$ cat config.mk
export PLATFORM = sky130hd
export DESIGN_NAME = ysyx_22040386_ifu_prefetch
export DESIGN_NICKNAME = d
export VERILOG_FILES = /design/src/rtl/ysyx_22040386_ifu_pkg.sv /design/src/rtl/ysyx_22040386_ifu_queue.sv /design/src/rtl/ysyx_22040386_ifu_prefetch.sv
export SDC_FILE = /design/constraint.sdc
export NUM_CORES = 1
export LEC_CHECK = 0
export CORE_ASPECT_RATIO = 0.9
export CORE_MARGIN = 5
export CORE_UTILIZATION = 40
export DETAILED_ROUTE_END_ITERATION = 16
export GPL_TIMING_DRIVEN = 0
export PLACE_DENSITY_LB_ADDON = 0.2
export SYNTH_ARGS = -nofsm -noshare
export SYNTH_HDL_FRONTEND = slang
export SYNTH_SLANG_ARGS = --single-unit
$ cat constraint.sdc
create_clock -name i_IF_clk -period 5.9 [get_ports i_IF_clk]
set_clock_uncertainty 0.1 [all_clocks]
set_input_delay 1.18 -clock i_IF_clk [delete_from_list [all_inputs] [get_ports i_IF_clk]]
set_output_delay 1.18 -clock i_IF_clk [all_outputs]
set_load 0.01 [all_outputs]
$ cat src/rtl/ysyx_22040386_ifu_pkg.sv
// Shared constants and the prefetch-queue entry type for the IFU.
package ysyx_22040386_ifu_pkg;

    localparam logic [63:0] DEFAULT_RESET_PC = 64'h0000_0000_8000_0000;
    localparam logic [31:0] NOP_INST         = 32'h0000_0013;

    // One slot of the prefetch queue: the fetch PC, the returned instruction
    // and whether the memory response has arrived yet.
    typedef struct packed {
        logic [63:0] pc;
        logic [31:0] inst;
        logic        filled;
    } ifu_entry_t;

endpackage

$ cat src/rtl/ysyx_22040386_ifu_queue.sv
// In-order prefetch queue: entries are allocated when a fetch is issued,
// filled when its response returns and popped when decode accepts them.
// Pointers carry one extra bit so a full queue differs from an empty one.
module ysyx_22040386_ifu_queue
    import ysyx_22040386_ifu_pkg::*;
#(
    parameter int               XLEN     = 64,
    parameter int               DEPTH    = 4,
    parameter logic [XLEN-1:0]  RESET_PC = XLEN'(DEFAULT_RESET_PC),
    localparam int              PTR_W    = $clog2(DEPTH)
) (
    input  logic             i_clk,
    input  logic             i_rst,
    input  logic             i_flush,
    input  logic             i_alloc,
    input  logic [XLEN-1:0]  i_alloc_pc,
    input  logic             i_fill,
    input  logic [31:0]      i_fill_inst,
    input  logic             i_pop,
    output logic [PTR_W:0]   o_count,
    output logic [PTR_W:0]   o_unfilled,
    output logic             o_head_valid,
    output logic [XLEN-1:0]  o_head_pc,
    output logic [31:0]      o_head_inst
);

    ifu_entry_t        r_mem [DEPTH];
    logic [PTR_W:0]    r_alloc;
    logic [PTR_W:0]    r_fill;
    logic [PTR_W:0]    r_head;

    logic [PTR_W-1:0]  w_alloc_idx;
    logic [PTR_W-1:0]  w_fill_idx;
    logic [PTR_W-1:0]  w_head_idx;

    assign w_alloc_idx = r_alloc[PTR_W-1:0];
    assign w_fill_idx  = r_fill[PTR_W-1:0];
    assign w_head_idx  = r_head[PTR_W-1:0];

    // Pointer and entry update: reset and flush empty the queue; otherwise
    // allocate, fill and pop may all happen in the same cycle.
    // NOTE: sequential state uses non-blocking assignments so every register
    // sees the pre-edge values of its neighbours.
    always_ff @(posedge i_clk) begin
        if (i_rst) begin
            r_alloc <= '0;
            r_fill  <= '0;
            r_head  <= '0;
            // NOTE: the entries are reset (not just the pointers) because the
            // head slot drives o_IF_pc/o_IF_inst, which must read RESET_PC/NOP
            // straight out of reset; the queue is small enough for this.
            for (int i = 0; i < DEPTH; i++) begin
                r_mem[i] <= '{pc: 64'(RESET_PC), inst: NOP_INST, filled: 1'b0};
            end
        end else if (i_flush) begin
            r_alloc <= '0;
            r_fill  <= '0;
            r_head  <= '0;
        end else begin
            if (i_alloc) begin
                r_mem[w_alloc_idx].pc     <= 64'(i_alloc_pc);
                r_mem[w_alloc_idx].filled <= 1'b0;
                r_alloc                   <= r_alloc + 1'b1;
            end
            if (i_fill) begin
                r_mem[w_fill_idx].inst   <= i_fill_inst;
                r_mem[w_fill_idx].filled <= 1'b1;
                r_fill                   <= r_fill + 1'b1;
            end
            if (i_pop) begin
                r_head <= r_head + 1'b1;
            end
        end
    end

    assign o_count      = r_alloc - r_head;
    assign o_unfilled   = r_alloc - r_fill;
    assign o_head_valid = (r_head != r_alloc) && r_mem[w_head_idx].filled;
    assign o_head_pc    = XLEN'(r_mem[w_head_idx].pc);
    assign o_head_inst  = r_mem[w_head_idx].inst;

endmodule

$ cat src/rtl/ysyx_22040386_ifu_prefetch.sv
// Instruction-fetch stage with a decoupled memory port and a prefetch queue.
// Keeps the fetch PC, the request credit (queue occupancy plus responses
// still owed to flushed entries) and the count of stale responses to drop.
module ysyx_22040386_ifu_prefetch
    import ysyx_22040386_ifu_pkg::*;
#(
    parameter int               XLEN     = 64,
    parameter int               DEPTH    = 4,
    parameter logic [XLEN-1:0]  RESET_PC = XLEN'(DEFAULT_RESET_PC)
) (
    input  logic             i_IF_clk,
    input  logic             i_IF_rst,
    output logic             o_IF_req_valid,
    input  logic             i_IF_req_ready,
    output logic [XLEN-1:0]  o_IF_req_addr,
    input  logic             i_IF_rsp_valid,
    input  logic [31:0]      i_IF_rsp_inst,
    input  logic             i_IF_redirect,
    input  logic [XLEN-1:0]  i_IF_redirect_pc,
    output logic             o_IF_valid,
    input  logic             i_IF_ready,
    output logic [XLEN-1:0]  o_IF_pc,
    output logic [31:0]      o_IF_inst,
    output logic [4:0]       o_IF_reg_rd_addr1,
    output logic [4:0]       o_IF_reg_rd_addr2
);

    localparam int              PTR_W     = $clog2(DEPTH);
    localparam logic [PTR_W+1:0] DEPTH_EXT = (PTR_W + 2)'(DEPTH);

    logic [XLEN-1:0]  r_fetch_pc;
    logic [PTR_W:0]   r_drop_cnt;

    logic [PTR_W:0]   w_count;
    logic [PTR_W:0]   w_unfilled;
    logic [PTR_W+1:0] w_in_use;
    logic             w_req_fire;
    logic             w_drop_rsp;
    logic             w_fill;
    logic             w_pop;
    logic [PTR_W:0]   w_rsp_dec;
    logic             w_unused;

    // Credit counts live queue entries plus responses still owed to flushed
    // entries, so the memory never has more than DEPTH fetches outstanding.
    assign w_in_use       = {1'b0, w_count} + {1'b0, r_drop_cnt};
    assign o_IF_req_valid = !i_IF_rst && !i_IF_redirect && (w_in_use < DEPTH_EXT);
    assign o_IF_req_addr  = r_fetch_pc;
    assign w_req_fire     = o_IF_req_valid && i_IF_req_ready;

    // Stale responses are consumed first; only then do responses fill entries.
    assign w_drop_rsp = i_IF_rsp_valid && (r_drop_cnt != '0);
    assign w_fill     = i_IF_rsp_valid && (r_drop_cnt == '0) && (w_unfilled != '0);
    assign w_pop      = o_IF_valid && i_IF_ready;
    assign w_rsp_dec  = {{PTR_W{1'b0}}, i_IF_rsp_valid};

    // The low two redirect bits are architecturally ignored.
    assign w_unused = ^i_IF_redirect_pc[1:0];

    ysyx_22040386_ifu_queue #(
        .XLEN     (XLEN),
        .DEPTH    (DEPTH),
        .RESET_PC (RESET_PC)
    ) u_queue (
        .i_clk        (i_IF_clk),
        .i_rst        (i_IF_rst),
        .i_flush      (i_IF_redirect),
        .i_alloc      (w_req_fire),
        .i_alloc_pc   (r_fetch_pc),
        .i_fill       (w_fill),
        .i_fill_inst  (i_IF_rsp_inst),
        .i_pop        (w_pop),
        .o_count      (w_count),
        .o_unfilled   (w_unfilled),
        .o_head_valid (o_IF_valid),
        .o_head_pc    (o_IF_pc),
        .o_head_inst  (o_IF_inst)
    );

    // Fetch PC and drop counter: a redirect restarts fetch and turns every
    // allocated-but-unfilled entry into a response that must be discarded.
    always_ff @(posedge i_IF_clk) begin
        if (i_IF_rst) begin
            r_fetch_pc <= RESET_PC;
            r_drop_cnt <= '0;
        end else if (i_IF_redirect) begin
            r_fetch_pc <= {i_IF_redirect_pc[XLEN-1:2], 2'b00};
            r_drop_cnt <= r_drop_cnt + w_unfilled - w_rsp_dec;
        end else begin
            if (w_req_fire) begin
                r_fetch_pc <= r_fetch_pc + XLEN'(4);
            end
            if (w_drop_rsp) begin
                r_drop_cnt <= r_drop_cnt - 1'b1;
            end
        end
    end

    assign o_IF_reg_rd_addr1 = o_IF_inst[19:15];
    assign o_IF_reg_rd_addr2 = o_IF_inst[24:20];

    // A response with nothing to fill and nothing to drop breaks the
    // in-order memory protocol.
    a_rsp_has_target: assert property (
        @(posedge i_IF_clk) disable iff (i_IF_rst)
        (i_IF_rsp_valid && (r_drop_cnt == '0)) |-> (w_unfilled != '0)
    );

endmodule

Word level (Yosys, flattened, before mapping)
Memory sizes are Yosys's and may differ from the RTL's. A register that Yosys moved wholly into a read port is not among the register bits.
Cells that the tools add are included.
{ "word_totals": {"regBits": 76, "ramBits": 388, "inputBits": 102, "memories": 1} }
{ "classes": {"n_addsub": 10, "magnitude_cmp": 1, "n_eq_ne": 1, "muxes": 22, "reduce_logical": 18} }
{ "mem_list": {"columns": ["memory", "words", "word_bits", "rd", "rd_clocked_by_memory_dff", "wr", "line_no", "rtl"], "rows": [
  ["u_queue.r_mem", 4, 97, 1, 1, 4, "ysyx_22040386_ifu_queue.sv:27", "ifu_entry_t r_mem [DEPTH];"]
]} }
{ "ops": {"columns": ["cell", "n"], "rows": [
  ["97-bit two-way mux", 2],
  ["97-bit OR reduction", 2],
  ["64-bit two-way mux", 2],
  ["64-bit by 3-bit adder with 64-bit output (second input constant)", 1],
  ["2-bit two-way mux", 6],
  ["1-bit two-way mux", 10],
  ["3-bit by 1-bit adder with 3-bit output (second input constant)", 3],
  ["1-bit logical AND", 8],
  ["3-bit two-way mux", 2],
  ["3-bit nonzero test", 2],
  ["3-bit subtractor", 2],
  ["3-bit by 3-bit adder with 4-bit output", 1],
  ["4-bit by 3-bit < comparator with 1-bit output (second input constant)", 1],
  ["2-bit nonzero test", 2],
  ["3-bit adder", 1],
  ["3-bit zero test", 1],
  ["3-bit != test", 1],
  ["3-bit by 1-bit subtractor with 3-bit output", 1],
  ["3-bit by 1-bit subtractor with 3-bit output (second input constant)", 1],
  ["1-bit zero test", 2],
  ["2-bit OR reduction", 1]
]} }

Depth between registers and ports, before layout
{ "depth": {"depth_word": 11, "depth_mapped": 15, "mapped_depth_nobuf": 12} }

Cells and area by module
Synthesis repeated with hierarchy kept, for this count alone.
{ "unflattened": {"hier_cells": 1584, "area_unflattened_um2": 21682.0} }
{ "modules_own_cells": {"columns": ["mod", "instances", "cells_per_inst", "area_per_inst_um2", "seq_area_each_um2"], "rows": [
  ["ysyx_22040386_ifu_queue", 1, 1025, 17311.6, 11831.3],
  ["ysyx_22040386_ifu_prefetch", 1, 559, 4370.4, 1301.2]
]} }

Worst setup path before layout
OpenSTA, ideal clock, no wires.
{ "synth_timing": {"kind": "flip-flop to flip-flop", "startpoint": "reg u_queue.r_alloc[0]", "endpoint": "mem u_queue.r_mem[3][35] (netlist name), enable pin", "arrival_time_ns": 5.239, "required_time_ns": 5.304, "path_slack_ns": 0.065, "path_stages_with_launch": 11, "n_path_buf": 1, "period_less_slack_ns": 5.835, "path_cell_list": "dfxtp_1 > clkbuf_1 > inv_2 > ha_1 > inv_1 > fa_1 > ha_1 > nor3_1 > and4_1 > nand2_1 > o21bai_1"} }
{ "synth_lines": {"columns": ["element", "line_no", "rtl"], "rows": [
  ["start: declaration", "ysyx_22040386_ifu_queue.sv:28", "logic [PTR_W:0] r_alloc;"],
  ["start signal: assignment", "ysyx_22040386_ifu_queue.sv:63", "r_alloc <= r_alloc + 1'b1;"],
  ["end: declaration", "ysyx_22040386_ifu_queue.sv:27", null]
]} }

==> key figures <==
Flow run
  • Number of max-cap violations: 1

Worst setup path
  • Arrival time at the worst endpoint: 5.91 ns
  • Worst setup path category: reg -> reg
  • Slowest cell on crit path: clkbuf_1
  • Worst Setup End Kind: flop
  • Crit path launch type: flop
  • Crit path max fanout: 42
  • Worst Path Required: 6.04 ns
  • Max incr delay on CP: between 0.7 and 0.8 ns
  • Worst path cell trace: clkbuf_1 -> inv_2 -> ha_1 -> inv_1 -> fa_1 -> ha_1 -> nor3_1 -> nand4_1 -> nor3_1 -> clkbuf_1 -> nor2_1 -> inv_4 -> buf_16

Logic synthesis
  • Top cells by area, synth: edfxtp_1 54%, mux4_2 10%, and2_1 9.1%, dfxtp_1 7.6%, clkbuf_1 1.7%
  • Post-synth top area cell: edfxtp_1
  • Adder-Cell Fraction of Synth Area: 0.0130
  • Synthesis warning total: 0
  • Synth cell types: 62
  • Simple-gate share of the synthesized area: 0.180
  • #FFs+latches synth: 456
  • Compound-Gate Fraction of Synth Area: 0.0365
  • Synthesized area: 0.0210 mm²
  • Largest family of logic cells by synthesized area: simple AND/OR/NAND/NOR gates
  • Post-Synthesis Cells: about 1600
  • Share of the synthesized area in the top cell type: 0.536
  • EDFF count, synth: 376
  • Post-synthesis xor/xnor area fraction: 0.0165
  • Share of flip-flops with an asynchronous set or reset: 0
  • Syn avg cell area: roughly 13 µm²
  • Top-count cell post-synth: edfxtp_1
  • Post-synth top cells: 376 x edfxtp_1, 305 x and2_1, 95 x mux4_2
  • Sequential element share of the synthesized area: 0.613
  • Top FF cell, synth: edfxtp_1
  • Post-synthesis mux area share: 0.111

Timing
  • Slew headroom: 0.00974
  • Max Freq: between 150 and 200 MHz
  • RSZ-0062 raised after global routing: false
  • Setup TNS: 0 ns
  • Post-route minimum period: 5.77 ns
  • Pin slew with the least headroom to its limit: 1.46 ns
  • Setup violators final: 0
  • Post-route clock period utilization: 0.977
  • Final Hold Vio Count: 0
  • Slew Limit Fails: 0

Placement
  • Cell total after placement: 2525
  • Placed cell area: 0.0248 mm²
  • HPWL Detailed: 43900 µm
  • GPL Wtd Cong: 0.885
  • Port bufs: between 200 and 300

Power
  • Sw Share: 0.236
  • Pwr Total: 7.49 mW
  • NetSw: 1.77 mW
  • Clock power frac: 0.406
  • Combinational power share: 0.097
  • Pleak: 9.29 nW
  • Flop pwr share: 0.496
  • Pint: 5.72 mW
  • Max IR drop VDD: 176 µV
  • Power Density: 284 mW/mm²

Drt
  • Vias per Instance: 5.54
  • Pre-Repair DR Iteration Count: 6
  • 1st-iter DRT viols: 1607
  • Post-DR wirelength/cell: between 20 and 25 µm
  • Via Count: 14508
  • DRT antenna net count: 0
  • Final WL: ~64000 µm
  • # DRC: 0

Run status
  • Failing checks: max-capacitance violations
  • Status: finished with violations

Clocking
  • PostCTS Resize Cnt: 0
  • Postcts setup bufs: 0
  • CTS Hold Buffers Added: 0
  • Clock-pin slew on the worst setup and hold paths: around 0.060 ns
  • TritonCTS clock tree: yes
  • Sinks on Clock Net: approximately 460
  • CTS root buf: clkbuf_16
  • CTS HTree Levels: 2
  • Num CTS Buffers: 51
  • Clk_lat worst skew: 0.59 ns
  • CTS Buffer Depth: 3

Global route
  • Total track usage: 0.216
  • Largest net degree at the start of global routing: 43
  • First-pass GRT wire length: 93200 µm
  • Initial antenna violation count: 2
  • GR Overflow Total: 0
  • Vias in the first global route: roughly 14000

Final layout
  • Post-route insts no fill: roughly 2600
  • Layout Nets: 2012
  • Design Area, Final: 0.0264 mm²
  • Area growth from synthesis to layout: 25.2%
  • Fraction of layout cells with a size suffix above 1: 0.119
  • Final core occ: 0.508

Floorplanning
  • Die height: 228 µm
  • Die X-Extent: 252 µm
  • Initial core utilization: 0.406
  • Full die area: 0.0573 mm²
  • FP Rows: 79
  • Core Region: just over 0.05 mm²
  • IO Pins: 274

Min path
  • Tightest Hold Check Type: reg -> reg
[routing by layer]
metal / global-route usage / wire, µm
met2: 0.333 / 29200
met4: 0.0639 / 1740
met1: 0.310 / 27400
met3: 0.0504 / 5660
met5: 0 / 13
[cell families after synthesis]
group / count (synthesis)
muxes: 114
xor gates and xnor gates: 38
DFF: 456
and+or+nand+nor: 651
buffers and inverters: 153
adders and majority gates: 20
AOI/OAI and AO/OA: 128
other: 1
[final cells by class]
class,instances,area [µm²]
clock buffer,76,1440
fill,4493,25500
antenna,1,2.50
buffer,127,541
timing repair buffer,273,2830
multi-input combinational,955,7540
sequential,456,12900
clock inverter,17,134
tap,688,861
inverter,26,105
[worst max-delay path, delay by kind of cell (launching register included)]
kind	cells	cell delay [ns]
adders and majority gates	3	0.85
buffers and inverters	6	2.24
and+or+nand+nor	4	1.80
DFF	1	0.33
[placed cells by master (no fill, tap or decap), drive strengths merged, types with 46 or more instances in the layout]
master	n
nand2	72
and3	46
dfxtp	80
and2	311
edfxtp	376
clkbuf	171
nor2	63
a21oi	49
mux4	95
clkdlybuf4s50	266
[sequential cells by signal (all words and copies together), names as in the netlist, named ones only]
| signal | count |
|---|---|
| u_queue.r_alloc | 3 |
| u_queue.r_fill | 3 |
| r_drop_cnt | 3 |
| u_queue.r_mem | 380 |
| o_IF_req_addr | 62 |
| u_queue.r_head | 3 |
[power groups by stage]
stage | Clock [mW] | Sequential (mW) | Combinational, mW
floorplan | 0 | 3.76 | 0.316
global placement | 0 | 3.79 | 0.699
detailed placement | 0 | 3.78 | 0.723
CTS | 3.09 | 3.72 | 0.727
global route | 3.21 | 3.73 | 0.770
finish | 3.04 | 3.72 | 0.727
[metrics by stage]
step / setup slack, ns / hold WS, ns
2_1_floorplan: 0.0645 / 0.321
4_1_cts: 0.203 / 0.353
3_5_place_dp: 0.235 / 0.340
5_1_grt: 0.143 / 0.376
6_report: 0.135 / 0.353
3_3_place_gp: -3.65 / 0.330
[final timing paths]
path | start | end | slack, ns | cells past startpoint
worst min register to register | u_queue.r_mem[0][0] | u_queue.r_mem[0][0] | 0.35 | 1
worst min-delay path | u_queue.r_mem[0][0] | u_queue.r_mem[0][0] | 0.35 | 1
worst max register to register | u_queue.r_alloc[0] | u_queue.r_mem[0][92] | 0.14 | 13
worst max-delay path | u_queue.r_alloc[0] | u_queue.r_mem[0][92] | 0.14 | 13
Note: power is estimated with default switching activity, not from simulation.
==> patch: new RTL, config.mk and constraints unchanged <==
`DEPTH` is set to 4 in 2 places; all go to 2.
--- a/src/rtl/ysyx_22040386_ifu_queue.sv
+++ b/src/rtl/ysyx_22040386_ifu_queue.sv
@@ -5,7 +5,7 @@
     import ysyx_22040386_ifu_pkg::*;
 #(
     parameter int               XLEN     = 64,
-    parameter int               DEPTH    = 4,
+    parameter int               DEPTH    = 2,
     parameter logic [XLEN-1:0]  RESET_PC = XLEN'(DEFAULT_RESET_PC),
     localparam int              PTR_W    = $clog2(DEPTH)
 ) (
--- a/src/rtl/ysyx_22040386_ifu_prefetch.sv
+++ b/src/rtl/ysyx_22040386_ifu_prefetch.sv
@@ -5,7 +5,7 @@
     import ysyx_22040386_ifu_pkg::*;
 #(
     parameter int               XLEN     = 64,
-    parameter int               DEPTH    = 4,
+    parameter int               DEPTH    = 2,
     parameter logic [XLEN-1:0]  RESET_PC = XLEN'(DEFAULT_RESET_PC)
 ) (
     input  logic             i_IF_clk,
Behaviour: not the same (Yosys sat finds a counterexample within 4 cycles, from zero or initial values and one cycle with i_IF_rst high).
==> patch against the unedited design <==
Fmax is 11% higher. Global-route usage is 1.3 points higher. Non-clock buffer count is 30 lower. Sequential cell count is 195 lower. Power is 40% lower. Routed wire length is 34% lower. Utilization is 2.6 points higher. First-iteration DRC count is 41% lower. Synthesized area is 39% lower. Via count is 27% lower. Setup slack better by 0.56 ns. Cell area is 36% lower. Sequential share of layout area is 7.0 points lower.
==> patch: results <==
metrics = {
    "power_and_ir_drop": {
        "clock_power_w": 0.00177,
        "seqPwrFrac_pct": 47.6,
        "irDropWorstVdd_v": 0.000191,
    },
    "routing": {
        "drtPass1Iterations": 7,
        "drtIter0Drc": 946,
        "drt-met1-wl_um": 18600,
        "wl_met2_um": 19100,
    },
    "layout": {
        "drive_above_1_share_pct": 12.0,
        "clock_area_share_pct": 5.43,
        "buffers": 370,
        "n_clock_buffer": 48,
        "multi_input_gates": 769,
        "diodes": 2,
        "largest_reg_flops": 190,
        "seq_area_sq_mm": 0.00711,
        "n_fill_cell": 2852,
        "nets": 1553,
    },
    "grt": {
        "use_met2_pct": 35.1,
        "use_met3_pct": 4.61,
    },
    "critical_path": {
        "r2r_start": "u_queue.r_alloc[0]$_SDFFE_PP0P_",
        "r2r_slack_ns": 0.70,
    },
    "run_status": {
        "outcome": "complete, no violations",
    },
    "clock_network": {
        "h-tree-depth": 1,
        "cts_sinks": 261,
    },
    "synth": {
        "yosysUniqueCellTypes": 55,
        "synth_edf_count": 188,
        "synthTopCellsByCount": "edfxtp_1 (188), and3_1 (123), mux2_2 (98)",
        "synth_compound_area_share_pct": 6.44,
        "syn_area_per_cell_sq_um": 11.2,
        "synth_xor_area_share_pct": 2.10,
    },
    "sta": {
        "finalCriticalPeriod_ns": 5.20,
        "fin_hold_ws_ns": 0.379,
    },
    "worst_hold_path": {
        "hold_depth": 2,
        "holdCritStartpoint": "u_queue.r_mem[1][0]$_SDFFE_PP1P_",
        "min_to": "u_queue.r_mem[1][0]$_SDFFE_PP1P_",
    },
    "placed_design": {
        "post-place-ws_ns": 0.811,
    },
}
patch: cell count changes after synthesis, moves of 13 or more:
| cell | unedited run | this run |
|---|---|---|
| a21oi_1 | 49 | 34 |
| mux2_2 | 11 | 98 |
| or3_1 | 4 | 17 |
| clkbuf_1 | 93 | 78 |
| edfxtp_1 | 376 | 188 |
| or4_1 | 1 | 19 |
| and2_1 | 305 | 61 |
| and3_1 | 46 | 123 |
| mux4_2 | 95 | 0 |
| o211ai_1 | 1 | 15 |
| o21ai_0 | 27 | 14 |
patch: worst max-delay path: cells and delay by family (launching register included):
family,cells,cell delay (ns)
AND/OR/NAND/NOR,5,1.73
buffers and inverters,4,1.74
flip-flops,1,0.31
adder cells (fa/ha/maj),2,0.91
patch: through the flow:
stage	instance area, sq um	total power [W]
after floorplan	12800	0.00240
after global placement	15900	0.00274
after detailed placement	16000	0.00275
after CTS	16900	0.00451
after global routing	16900	0.00464
final	16900	0.00448
